[src/rtl/srff_pkg.sv]
// Shared types and constants for the SR flip-flop bank driver.
package srff_pkg;

  typedef enum logic [1:0] {
    ST_CLEAR = 2'd0,
    ST_IDLE  = 2'd1,
    ST_APPLY = 2'd2,
    ST_CHECK = 2'd3
  } state_t;

  // SR pair encoding, packed as {s, r}
  localparam logic [1:0] SR_HOLD    = 2'b00;
  localparam logic [1:0] SR_RESET   = 2'b01;
  localparam logic [1:0] SR_SET     = 2'b10;
  localparam logic [1:0] SR_ILLEGAL = 2'b11;

  localparam int DEF_WIDTH = 4;
  localparam int DEF_ERRW  = 8;

endpackage

[src/rtl/srff_excite.sv]
// Per-bit SR excitation: purely combinational; never produces s=r=1.
module srff_excite
  import srff_pkg::*;
(
  input  logic q_cur,
  input  logic q_next,
  output logic s,
  output logic r
);

  logic [1:0] sr;

  always_comb begin
    sr = SR_HOLD;
    case ({q_cur, q_next})
      2'b01:   sr = SR_SET;
      2'b10:   sr = SR_RESET;
      default: sr = SR_HOLD;
    endcase
  end

  assign s = sr[1];
  assign r = sr[0];

endmodule

[src/rtl/srff_driver.sv]
// Drives an SR flop bank from target words; accept-to-done latency 2 edges, one word per 3 cycles.
// Backpressure: tgt_ready is high only in IDLE; tgt/tgt_valid are ignored otherwise.
module srff_driver
  import srff_pkg::*;
#(
  parameter int WIDTH = DEF_WIDTH,
  parameter int ERRW  = DEF_ERRW
) (
  input  logic             clk,
  input  logic             rst,
  input  logic [WIDTH-1:0] tgt,
  input  logic             tgt_valid,
  output logic             tgt_ready,
  output logic [WIDTH-1:0] s,
  output logic [WIDTH-1:0] r,
  input  logic [WIDTH-1:0] q_fb,
  input  logic [WIDTH-1:0] q1_fb,
  output logic [WIDTH-1:0] q_model,
  output logic             done,
  output logic             err,
  output logic [ERRW-1:0]  err_count
);

  state_t state, state_nxt;

  logic [WIDTH-1:0] tgt_q, tgt_d;
  logic [WIDTH-1:0] exc_s, exc_r;
  logic [WIDTH-1:0] s_d, r_d, q_model_d;
  logic [ERRW-1:0]  cnt_d;
  logic             done_d, err_d;
  logic             chk_fail;

  for (genvar i = 0; i < WIDTH; i++) begin : g_exc
    srff_excite u_exc (
      .q_cur  (q_model[i]),
      .q_next (tgt[i]),
      .s      (exc_s[i]),
      .r      (exc_r[i])
    );
  end

  // Bank must match the target and its two outputs must be complementary
  assign chk_fail = (q_fb != tgt_q) || (q1_fb != ~q_fb);

  always_ff @(posedge clk) begin
    if (rst) state <= ST_CLEAR;
    else     state <= state_nxt;
  end

  always_comb begin
    state_nxt = state;
    case (state)
      ST_CLEAR: state_nxt = ST_IDLE;
      ST_IDLE:  if (tgt_valid) state_nxt = ST_APPLY;
      ST_APPLY: state_nxt = ST_CHECK;
      ST_CHECK: state_nxt = ST_IDLE;
      default:  state_nxt = ST_CLEAR;
    endcase
  end

  always_comb begin
    tgt_ready = (state == ST_IDLE);
    s_d       = '0;
    r_d       = '0;
    tgt_d     = tgt_q;
    q_model_d = q_model;
    cnt_d     = err_count;
    done_d    = 1'b0;
    err_d     = 1'b0;
    case (state)
      ST_IDLE: begin
        if (tgt_valid) begin
          s_d   = exc_s;
          r_d   = exc_r;
          tgt_d = tgt;
        end
      end
      ST_CHECK: begin
        done_d = 1'b1;
        if (chk_fail) begin
          err_d     = 1'b1;
          q_model_d = q_fb;
          if (err_count != {ERRW{1'b1}}) cnt_d = err_count + 1'b1;
        end else begin
          q_model_d = tgt_q;
        end
      end
      default: ;
    endcase
  end

  always_ff @(posedge clk) begin
    if (rst) begin
      s         <= '0;
      r         <= '1;
      tgt_q     <= '0;
      q_model   <= '0;
      done      <= 1'b0;
      err       <= 1'b0;
      err_count <= '0;
    end else begin
      s         <= s_d;
      r         <= r_d;
      tgt_q     <= tgt_d;
      q_model   <= q_model_d;
      done      <= done_d;
      err       <= err_d;
      err_count <= cnt_d;
    end
  end

endmodule

[config.mk]
export PLATFORM = sky130hd
export DESIGN_NAME = srff_driver
export DESIGN_NICKNAME = d
export VERILOG_FILES = /design/src/rtl/srff_pkg.sv /design/src/rtl/srff_excite.sv /design/src/rtl/srff_driver.sv
export SDC_FILE = /design/constraint.sdc
export NUM_CORES = 1
export LEC_CHECK = 0
export CORE_MARGIN = 8
export CORE_UTILIZATION = 30
export DETAILED_ROUTE_END_ITERATION = 10
export SYNTH_ARGS = -nofsm -noshare
export SYNTH_HDL_FRONTEND = slang
export SYNTH_SLANG_ARGS = --single-unit
export TNS_END_PERCENT = 5
[constraint.sdc]
create_clock -name clk -period 2.09 [get_ports clk]
set_input_delay 0.3135 -clock clk [delete_from_list [all_inputs] [get_ports clk]]
set_output_delay 0.3135 -clock clk [all_outputs]
set_load 0.1 [all_outputs]
* Word level (Yosys, flattened, before mapping)
Cells that the tools add are included.
** Operators by class
- Reduce and logical (&&, ||, !) cells :: 7
- Add/subtract/negate cells :: 1
- Equality and inequality tests :: 15
- Mux-type cells :: 11
- Bitwise gates (word level) :: 4
** Operators with widths (count)
- $pmux 2 s2 :: 4
- $eq 2x2->1 const B :: 6
- $mux 4 :: 3
- $eq 2x1->1 const B :: 5
- $add 8x1->8 const B :: 1
- $ne 4x4->1 :: 2
- $ne 8x8->1 const B :: 1
- $pmux 2 s3 :: 1
- $not 4->4 :: 1
- $reduce_or 2->1 :: 2
- $not 1->1 :: 3
- $reduce_and 3->1 :: 1
- $reduce_or 3->1 :: 1
- $logic_not 2->1 :: 1
- $mux 1 :: 2
- $mux 2 :: 1
- $ne 2x2->1 const B :: 1
- $reduce_and 2->1 :: 1
- $logic_or 1x1->1 :: 1
** Storage, ports and cells
- Register bits :: 28

* Longest topological paths before layout
Gate-level depths: netlist of run 1.
- Word-level depth :: 4
- Mapped depth :: 6
- Depth with buffers taken out :: 6

* Modules after synthesis
From an unflattened synthesis of run 1, not the netlist that was laid out.
** Unflattened totals
- Cells, all modules :: 134
- Area total of the unflattened synthesis :: 1257.5 um^2
** Modules (own cells, without submodules)
- srff_driver :: area an instance 1197.4 um^2, instances 1, cells each 126
- srff_excite :: area an instance 15.0 um^2, instances 4, cells each 2

* Least setup slack after synthesis of run 1
No wires, ideal clock.
- Path kind :: flip-flop to flip-flop
- Start point :: register err_count[0]
- End point :: register err_count[5]
- Cell stages (with the launch flop) :: 6
- Arrival :: 2201 ps
- Setup time :: 123 ps
- Clock period less this slack :: 2324 ps
- Slack :: -234 ps
- Required time :: 1967 ps
- Path through :: dfxtp_1 > ha_1 > nand4_1 > o2111a_1 > nand4_1 > mux2_1
** Between the ends
- Cells in the longest elaborated chain, start to end :: 2
- Elaborated cells on any way between the ends :: 3
- Those cells by class :: add/sub (1); eq/ne (1); reduce/logical (1)
** RTL lines
- start: declaration :: line srff_driver.sv:21 : output logic [ERRW-1:0] err_count
- start signal: assignment :: line srff_driver.sv:108 : err_count <= cnt_d;
- branches (longest 2 deep; another with $add 8x1->8)
Several ways; the timed one is not identified.
A chain may end at the register's enable or synchronous reset.

* Worst setup path in the final report of run 1
- Start point :: input port q1_fb[1]
- End point :: register err_count[5]
** Between the ends
- Cells in the longest elaborated chain, start to end :: 3
** RTL lines
- start: declaration :: line srff_driver.sv:17 : input logic [WIDTH-1:0] q1_fb,
- $ne 4x4->1 :: line srff_driver.sv:43 : assign chk_fail = (q_fb != tgt_q) || (q1_fb != ~q_fb);
- $logic_or 1x1->1 :: line srff_driver.sv:43
- $reduce_and 3->1 (no line)
Every way passes these cells.

==> metrics, run 1 <==
sequential share of the synthesized area approximately 46%; Worst Path Max Fanout 7; core area 3940 sq um; status finished clean; vias in the first global route 1074; Comb power frac 28.2%; fin crit share 85.6%; Slew HR between 70 and 80%; DPL Wire Length 2.26 mm; P_sw 0.467 mW; final setup vio count 0; startpoint types input port; CTS Buf Count 3; fin area ~1700 sq um; global routing's busiest layer met2; Hold WS approximately 0.48 ns; clock sinks 28; GR Layer Usage met3 3.15%; Die H about 80 microns; Net Count, Synth 145; Synth cell types 32; DRC viols 0; Final ANT Viol Nets 0; Worst Clk Skew 0.0113 ns; gr ovfl total 0; Net Sw Frac between 30% and 40%; DRT iter0 DRCs between 40 and 50; Via density 4.87; DR WL/cell 13.4 microns; first-pass GRT wire length 4.75 mm; Avg Synthesized Cell Area 9.64 sq um; row count 23; worst path arrival time 1.96 ns; # IOs 38; Buffers on Ports 37; Final Hold Fails 0; CTS tree built; max-slew violation count 0; max-capacitance violation count 0; Die Span X 79.6 microns; final RePlAce weighted congestion 0.802; RSZ-0062 raised after global routing false; PD cells between 800 and 900 nW/um^2; Synth area leader dfxtp_1; Root Driver clkbuf_8; Clock transition at path regs ~0.10 ns; DIE AREA 6340 sq um; largest net degree at the start of global routing 17; fmax 559 MHz; Yosys top cell area share roughly 46%; number of synthesized flops with an enable pin 0; synth-to-layout area growth 37.6%; Pint 0.951 mW; clk buf depth 2; Final min period 1.79 ns; Synth area leaders dfxtp_1, ha_1, mux2i_1, nor2_1, a31o_2; cells after synthesis 126; Post-Syn Area around 1200 sq um; Layout Utilization 42.4%; Lkg Pwr approximately 0.68 nW; layout cells sized above 1 26.2%; CP endpoint kind register; worst vdd rail ir drop 0.448 mV; crit path kind in -> reg; Post-CTS Resized 0; setup bufs post-CTS 0; Most used DFF post-synth dfxtp_1; GRT Util Overall 9.18%; clock group share of total power 30.0%; flop and latch count out of synthesis 28; Design Power 1.42 mW; setup TNS 0 ns; n_diodes 0; Async SR Flop Fraction 0%; routing usage on met2 between 15 and 20%; Syn. warnings 0; nets between 150 and 200; Routed WL 2.86 mm; worst min path class reg -> reg; initial antenna violation count 0; via count 1042; grt met1 use 10.4%; Starting Density 30.8%; worst slew pin tran between 0.4 and 0.5 ns; worst skew pair latency 0.28 ns; first-pass iteration count of the detailed router 4; worst path required time ~2.3 ns; # hold bufs at CTS 0; CTS H-tree lvls 1; register share of total power between 40% and 50%; area post-placement between 1500 and 2000 sq um
==> registers in the layout, indices dropped and copies added (netlist names) <==
signal,flops
s,4
tgt_q,4
done,1
state,2
q_model,4
r,4
err,1
err_count,8
==> final cells by class <==
class | instances | area, sq um
clock buffers | 3 | 41.3
multi-input cells | 83 | 582
fillers | 407 | 2270
inverters | 6 | 22.5
well taps | 50 | 62.6
flip-flops and latches | 28 | 563
repair buffers | 43 | 370
clock inverters | 1 | 30.0
==> power by group through the flow <==
| stage | registers [mW] | logic (mW) | clock network (mW) |
|---|---|---|---|
| global placement | 0.603 | 0.396 | 0 |
| global route | 0.597 | 0.424 | 0.455 |
| floorplan | 0.700 | 0.193 | 0 |
| finish | 0.593 | 0.400 | 0.425 |
| CTS | 0.593 | 0.404 | 0.435 |
| detailed placement | 0.606 | 0.402 | 0 |
==> routing by layer <==
layer / part of all wire, % / vias up
met4: 0.77 / 0
met2: 48 / 25
met3: 7.3 / 2
li1: - / 525
met1: 43 / 490
met5: 0 / -
==> cell usage in the layout, fill, tap and decap left out, types with 3 or more instances in the layout <==
cell             instances
buf_4                   28
dfxtp_1                 26
clkdlybuf4s50_1         14
nor2_1                  12
nand2_1                  9
a21oi_1                  7
inv_1                    6
nand3b_1                 5
a31o_2                   5
mux2i_1                  5
or3b_1                   4
nor4_1                   4
ha_1                     4
nor2b_1                  3
clkbuf_8                 3
==> critical path, stage by stage <==
cell and delay, ns:
clkdlybuf4s50_1 0.48, or3b_1 0.36, a22oi_2 0.23, a21boi_2 0.14, nand4_1 0.13, mux2_1 0.31
==> metrics by stage <==
step | cells | setup WS (ns)
final | 214 | 0.302
after detailed placement | 210 | -0.00128
after global routing | 214 | 0.222
after floorplan | 126 | 0.0163
after global placement | 210 | 0.0205
after CTS | 214 | 0.295
==> cells in the mapped netlist (all sizes together) (2+ instances only) <==
cell type / count
nor4: 4
or3b: 4
and4: 2
dfxtp: 28
mux2: 2
inv: 6
a211oi: 2
nand2: 9
nand3: 2
buf: 5
a311oi: 2
a21oi: 7
nand2b: 2
ha: 4
mux2i: 5
nand3b: 5
nand4: 2
nor2: 12
clkbuf: 4
a31o: 5
nor2b: 3
a22oi: 2
==> logic make-up (layout without fill, tap and decap cells) <==
logic type | count (synthesis) | in the layout | synth area share [%]
AO/OA/AOI/OAI | 24 | 24 | 15.6
XOR/XNOR | 1 | 1 | 0.721
adder cells (fa/ha/maj) | 4 | 4 | 4.12
buffers and inverters | 15 | 53 | 5.97
flip-flops | 28 | 28 | 46.1
multiplexers | 7 | 7 | 5.97
AND/OR/NAND/NOR | 47 | 47 | 21.5
==> path summary, 6_finish.rpt <==
path | start | to | slack [ns] | depth (start not counted)
setup / recovery | q1_fb[1] | err_count[5] | 0.30 | 6
setup reg to reg | err_count[0] | err_count[2] | 0.45 | 6
hold / removal | tgt_q[1] | tgt_q[1] | 0.48 | 2
hold reg to reg | tgt_q[1] | tgt_q[1] | 0.48 | 2
Note: power is estimated with default switching activity, not from simulation.
==> inputs of run 2 (changes only) <==
Settings changed: CORE_UTILIZATION 30 to 35.
==> run 2 against run 1 <==
Net effect:
- fmax is 4.5% higher
- final cell count down 2.3%
- hold slack better by 0.0047 ns
- first-iteration DRC count shrank 27%
- clock power is 16% lower
- sequential share of layout area grew 0.64 points
- clock skew is 0.0032 ns lower
- flip-flop and latch count did not move
- non-clock buffer count shrank 1
- utilization increased by 6.8 points
- total power is 4.7% lower
- critical path type is now reg -> reg
- largest cell class unchanged
- highest routed layer unchanged
==> metrics, run 2 (synthesis results as in run 1) <==
hold path endpoint tgt_q[2] (was tgt_q[1]); setup ws final 0.379 ns (was 0.302 ns); fin area 1640 sq um (was 1670 sq um); Final Hold Fails 0 (unchanged); Slew HR 65.0% (was 71.4%); Hold Path Stages 2 (unchanged); fmax 585 MHz (was 559 MHz); Layout Utilization 49.2% (was 42.4%); nets 183 (was 184); Routed WL 2.76 mm (was 2.86 mm); Hold Crit Start tgt_q[2] (was tgt_q[1]); CP endpoint kind register (unchanged); most common cell after layout, fill and taps aside buf_4 (unchanged); startpoint types register (was input port); DPL Wire Length 2.16 mm (was 2.26 mm); Worst Clk Skew 0.00810 ns (was 0.0113 ns); crit path kind reg -> reg (was in -> reg); via count 1049 (was 1042); CTS Buf Count 3 (unchanged); # IOs 38 (unchanged); n_diodes 0 (unchanged); clock sinks 28 (unchanged); Via density 5.02 (was 4.87); synth-to-layout area growth 35.0% (was 37.6%); Layout fillers 337 (was 407); worst path required time 2.33 ns (was 2.27 ns); DRT iter0 DRCs 36 (was 49); FF-to-FF End err_count[2] (unchanged); RSZ-0062 raised after global routing false (unchanged); core area 3340 sq um (was 3940 sq um); status finished clean (unchanged); final RePlAce weighted congestion 0.730 (was 0.802); Root Driver clkbuf_4 (was clkbuf_8); initial antenna violation count 0 (unchanged); Hold WS 0.481 ns (was 0.477 ns); Crit Reg-Reg Startpoint state[0] (was err_count[0]); clk buf depth 2 (unchanged); DRC viols 0 (unchanged); layout cells sized above 1 25.8% (was 26.2%); vias in the first global route 1084 (was 1074); CTS H-tree lvls 1 (unchanged); Post-CTS Resized 0 (unchanged); GRT Util Overall 10.7% (was 9.18%); Reg2Reg Depth 5 (was 6); max-slew violation count 0 (unchanged); Clock transition at path regs 0.15 ns (was 0.10 ns); Worst Path Max Fanout 5 (was 7); gr ovfl total 0 (unchanged); final setup vio count 0 (unchanged); setup bufs post-CTS 0 (unchanged); Die H 74.9 microns (was 79.6 microns); Setup WS pre-CTS 0.0252 ns (was -0.00128 ns); DR WL/cell 13.2 microns (was 13.4 microns); row count 21 (was 23); first-pass iteration count of the detailed router 4 (unchanged); max-capacitance violation count 0 (unchanged); max reg flops 8 (unchanged); first-pass GRT wire length 4.75 mm (about the same); area post-placement 1590 sq um (was 1600 sq um); Final ANT Viol Nets 0 (unchanged); Largest Register err_count (unchanged); Starting Density 36.4% (was 30.8%); largest net degree at the start of global routing 17 (unchanged); setup TNS 0 ns (unchanged); worst skew pair latency 0.33 ns (was 0.28 ns); Final min period 1.71 ns (was 1.79 ns); worst path arrival time 1.95 ns (was 1.96 ns); CTS tree built (unchanged); commonest non-fill, non-tap cells in the layout buf_4, dfxtp_1, clkdlybuf4s50_1 (unchanged); worst vdd rail ir drop 0.487 mV (was 0.448 mV); worst min path class reg -> reg (unchanged); DIE AREA 5610 sq um (was 6340 sq um); worst slew pin tran 0.524 ns (was 0.429 ns); PD cells 824 nW/um^2 (was 848 nW/um^2); Buffers on Ports 37 (unchanged); r2r setup slk 0.38 ns (was 0.45 ns); fin crit share 81.8% (was 85.6%); Die Span X 74.9 microns (was 79.6 microns); Lkg Pwr 0.665 nW (was 0.678 nW); # hold bufs at CTS 0 (unchanged)
## run 2: cell count changes in the layout (fill, tap and decap cells not counted), sizes merged
cell	change
buf	-1
## run 2: critical path: stages (launching register included)
cell	delay, ns
dfxtp_1	0.42
ha_1	0.32
o21ai_0	0.14
a21oi_1	0.40
a21oi_1	0.12
a31o_2	0.22
## run 2: layout make-up
cell class,count,area [sq um],share of cell area [%]
Inverter,6,22.5,1.37
Timing Repair Buffer,42,363,22.1
Multi-Input combinational cell,83,582,35.5
Clock inverter,1,30.0,1.83
Sequential cell,28,563,34.3
Clock buffer,3,22.5,1.37
Tap cell,46,57.6,3.51
## run 2: report_power, final
group | switching (mW) | total (mW) | internal (mW)
Clock | 0.163 | 0.357 | 0.194
Combinational | 0.273 | 0.400 | 0.127
Sequential | 0.0250 | 0.594 | 0.569
## run 2: how the worst max path moves through the flow
stage / slack, ns / from / end
detailed placement: 0.03 / q1_fb[3] / err_count[5]
CTS: 0.34 / state[0] / err_count[2]
floorplan: 0.02 / err_count[5] / err_count[5]
global placement: 0.06 / q1_fb[1] / err_count[5]
finish: 0.38 / state[0] / err_count[2]
global route: 0.21 / state[0] / err_count[2]
## run 2: through the flow
| step | power (mW) | std cells |
|---|---|---|
| 2_1_floorplan | 0.893 | 126 |
| 3_3_place_gp | 1.00 | 205 |
| 3_5_place_dp | 1.01 | 205 |
| 4_1_cts | 1.36 | 209 |
| 5_1_grt | 1.41 | 209 |
| 6_report | 1.35 | 209 |
## run 2: layer usage
layer	track usage (%)	wire length, microns	vias up
met4	4.57	44	0
met5	0	0	-
met1	12.3	1190	500
met3	3.06	152	6
met2	17.9	1370	25
li1	-	-	518
==> inputs of run 3 (changes only) <==
Settings changed: PLACE_DENSITY from default to 0.65.
Clock period 2.09 ns to 1.4 ns, I/O delays scaled along.
==> run 3 against run 2 <==
Net effect:
- the flow now finishes with violations (setup timing)
- via count up 7.7%
- wire length increased by 11%
- first-iteration DRC count up 69%
- critical path depth up 1
- die area is the same
- combinational power is 90% higher
- sequential power grew 48%
- count of clock-buffer cells in the layout grew 1
- highest routed layer unchanged
==> metrics, run 3 (synthesis results as in run 1) <==
Buffers on Ports 37 (unchanged); first-pass iteration count of the detailed router 4 (unchanged); setup bufs post-CTS 0 (unchanged); DRC viols 0 (unchanged); Via density 4.89 (was 5.02); Die Span X 74.9 microns (unchanged); PD cells 973 nW/um^2 (was 824 nW/um^2); CTS Buf Count 3 (unchanged); DPL Wire Length 2.45 mm (was 2.16 mm); Lkg Pwr 0.860 nW (was 0.665 nW); Largest Register err_count (unchanged); GRT Util Overall 11.5% (was 10.7%); area post-placement 2070 sq um (was 1590 sq um); # IOs 38 (unchanged); Clock transition at path regs 0.16 ns (was 0.15 ns); DR WL/cell 13.2 microns (about the same); global routing's busiest layer met2 (unchanged); worst path arrival time 1.84 ns (was 1.95 ns); CTS H-tree lvls 1 (unchanged); GR Layer Usage met3 2.00% (was 3.06%); fmax roughly 620 MHz; Starting Density 36.4% (unchanged); synth-to-layout area growth 78.5% (was 35.0%); core area 3340 sq um (unchanged); vias in the first global route 1172 (was 1084); final setup vio count 9 (was 0); max reg flops 8 (unchanged); n_diodes 0 (unchanged); CTS tree built (unchanged); commonest non-fill, non-tap cells in the layout buf_4, buf_12, dfxtp_1 (was buf_4, dfxtp_1, clkdlybuf4s50_1); layout cells sized above 1 44.3% (was 25.8%); Worst Clk Skew 0.00659 ns (was 0.00810 ns); final RePlAce weighted congestion 0.841 (was 0.730); row count 21 (unchanged); Final ANT Viol Nets 0 (unchanged); via count 1130 (was 1049); first-pass GRT wire length 5.09 mm (was 4.75 mm); DIE AREA 5610 sq um (unchanged); Non-Filler Instances 231 (was 209); Final min period 1.61 ns; Routed WL 3.05 mm (was 2.76 mm); Layout fillers 281 (was 337); # hold bufs at CTS 0 (unchanged); routing usage on met2 21.7% (was 17.9%); Setup WS pre-CTS -0.588 ns (was 0.0252 ns); max-capacitance violation count 0 (unchanged); largest net degree at the start of global routing 17 (unchanged); failing checks setup timing; Worst Path Max Fanout 7 (was 5); Die H 74.9 microns (unchanged); startpoint types input port (was register); fin crit share 115%; Root Driver clkbuf_4 (unchanged); CP endpoint kind register (unchanged); worst min path class in -> reg (was reg -> reg); fin area 2170 sq um (was 1640 sq um); worst path required time 1.64 ns (was 2.33 ns); RSZ-0062 raised after global routing true (was false); Final Hold Fails 0 (unchanged); grt met1 use 12.3% (about the same); clk buf depth 2 (unchanged); gr ovfl total 0 (unchanged); crit path kind in -> reg (was reg -> reg); worst slew pin tran 0.340 ns (was 0.524 ns); status complete, but fails checks (was finished clean); DRT iter0 DRCs 61 (was 36); worst vdd rail ir drop 0.832 mV (was 0.487 mV); max-slew violation count 0 (unchanged); clock sinks 28 (unchanged); Slew HR 77.3% (was 65.0%); initial antenna violation count 0 (unchanged); most common cell after layout, fill and taps aside buf_4 (unchanged); setup ws final -0.208 ns (was 0.379 ns); setup TNS -1.21 ns (was 0 ns); placed cells 227 (was 205); nets 205 (was 183); worst skew pair latency 0.33 ns (about the same)
[run 3: cell count changes in the layout (fill, tap and decap cells not counted), sizes merged]
cell    previous run  this run
buf               28        50
clkbuf             3         4
bufinv             1         0
[run 3: worst paths after layout]
| kind | endpoint | slack (ns) | from | cells after the start |
|---|---|---|---|---|
| setup / recovery | err_count[5] | -0.21 | q1_fb[3] | 6 |
| hold / removal | tgt_q[3] | 0.43 | tgt[3] | 3 |
| setup reg to reg | err_count[5] | -0.20 | tgt_q[1] | 5 |
| hold reg to reg | s[0] | 0.55 | q_model[0] | 1 |
[run 3: stage by stage]
step / total power [mW] / utilization [%] / hold WS [ns]
2_1_floorplan: 1.33 / - / 0.346
3_3_place_gp: 1.62 / 62.1 / 0.522
3_5_place_dp: 1.64 / 62.1 / 0.526
4_1_cts: 2.12 / 64.9 / 0.418
5_1_grt: 2.19 / 65.0 / 0.455
6_report: 2.11 / 65.0 / 0.434
[run 3: layout make-up]
cell class | instances | area [sq um] | share of cell area, %
multi-input combinational | 83 | 644 | 29.7
sequential | 28 | 593 | 27.4
inverter | 6 | 22.5 | 1.04
tap | 46 | 57.6 | 2.65
timing repair buffer | 64 | 803 | 37.0
clock buffer | 4 | 47.5 | 2.19
[run 3: repair_timing]
item,4_1_cts,5_1_grt
gates resized for setup,10,2
pin swaps,7,0
setup endpoints to repair,10,13
[run 3: power by group]
part	internal, mW	switching (mW)	leakage, nW
registers	0.838	0.0404	0.236
logic	0.320	0.442	0.598
clock network	0.218	0.250	0.0261
[run 3: metal layers]
layer / share of wire [%] / vias up
met2: 54 / 28
met3: 4.9 / 6
met1: 40 / 531
li1: - / 565
met4: 1.2 / 0
met5: 0 / -
[run 3: critical path, cell delays in order]
cell	delay, ns
clkdlybuf4s50_1	0.48
or3b_4	0.38
a22oi_2	0.25
a21boi_4	0.12
nand4_1	0.11
mux2_4	0.31
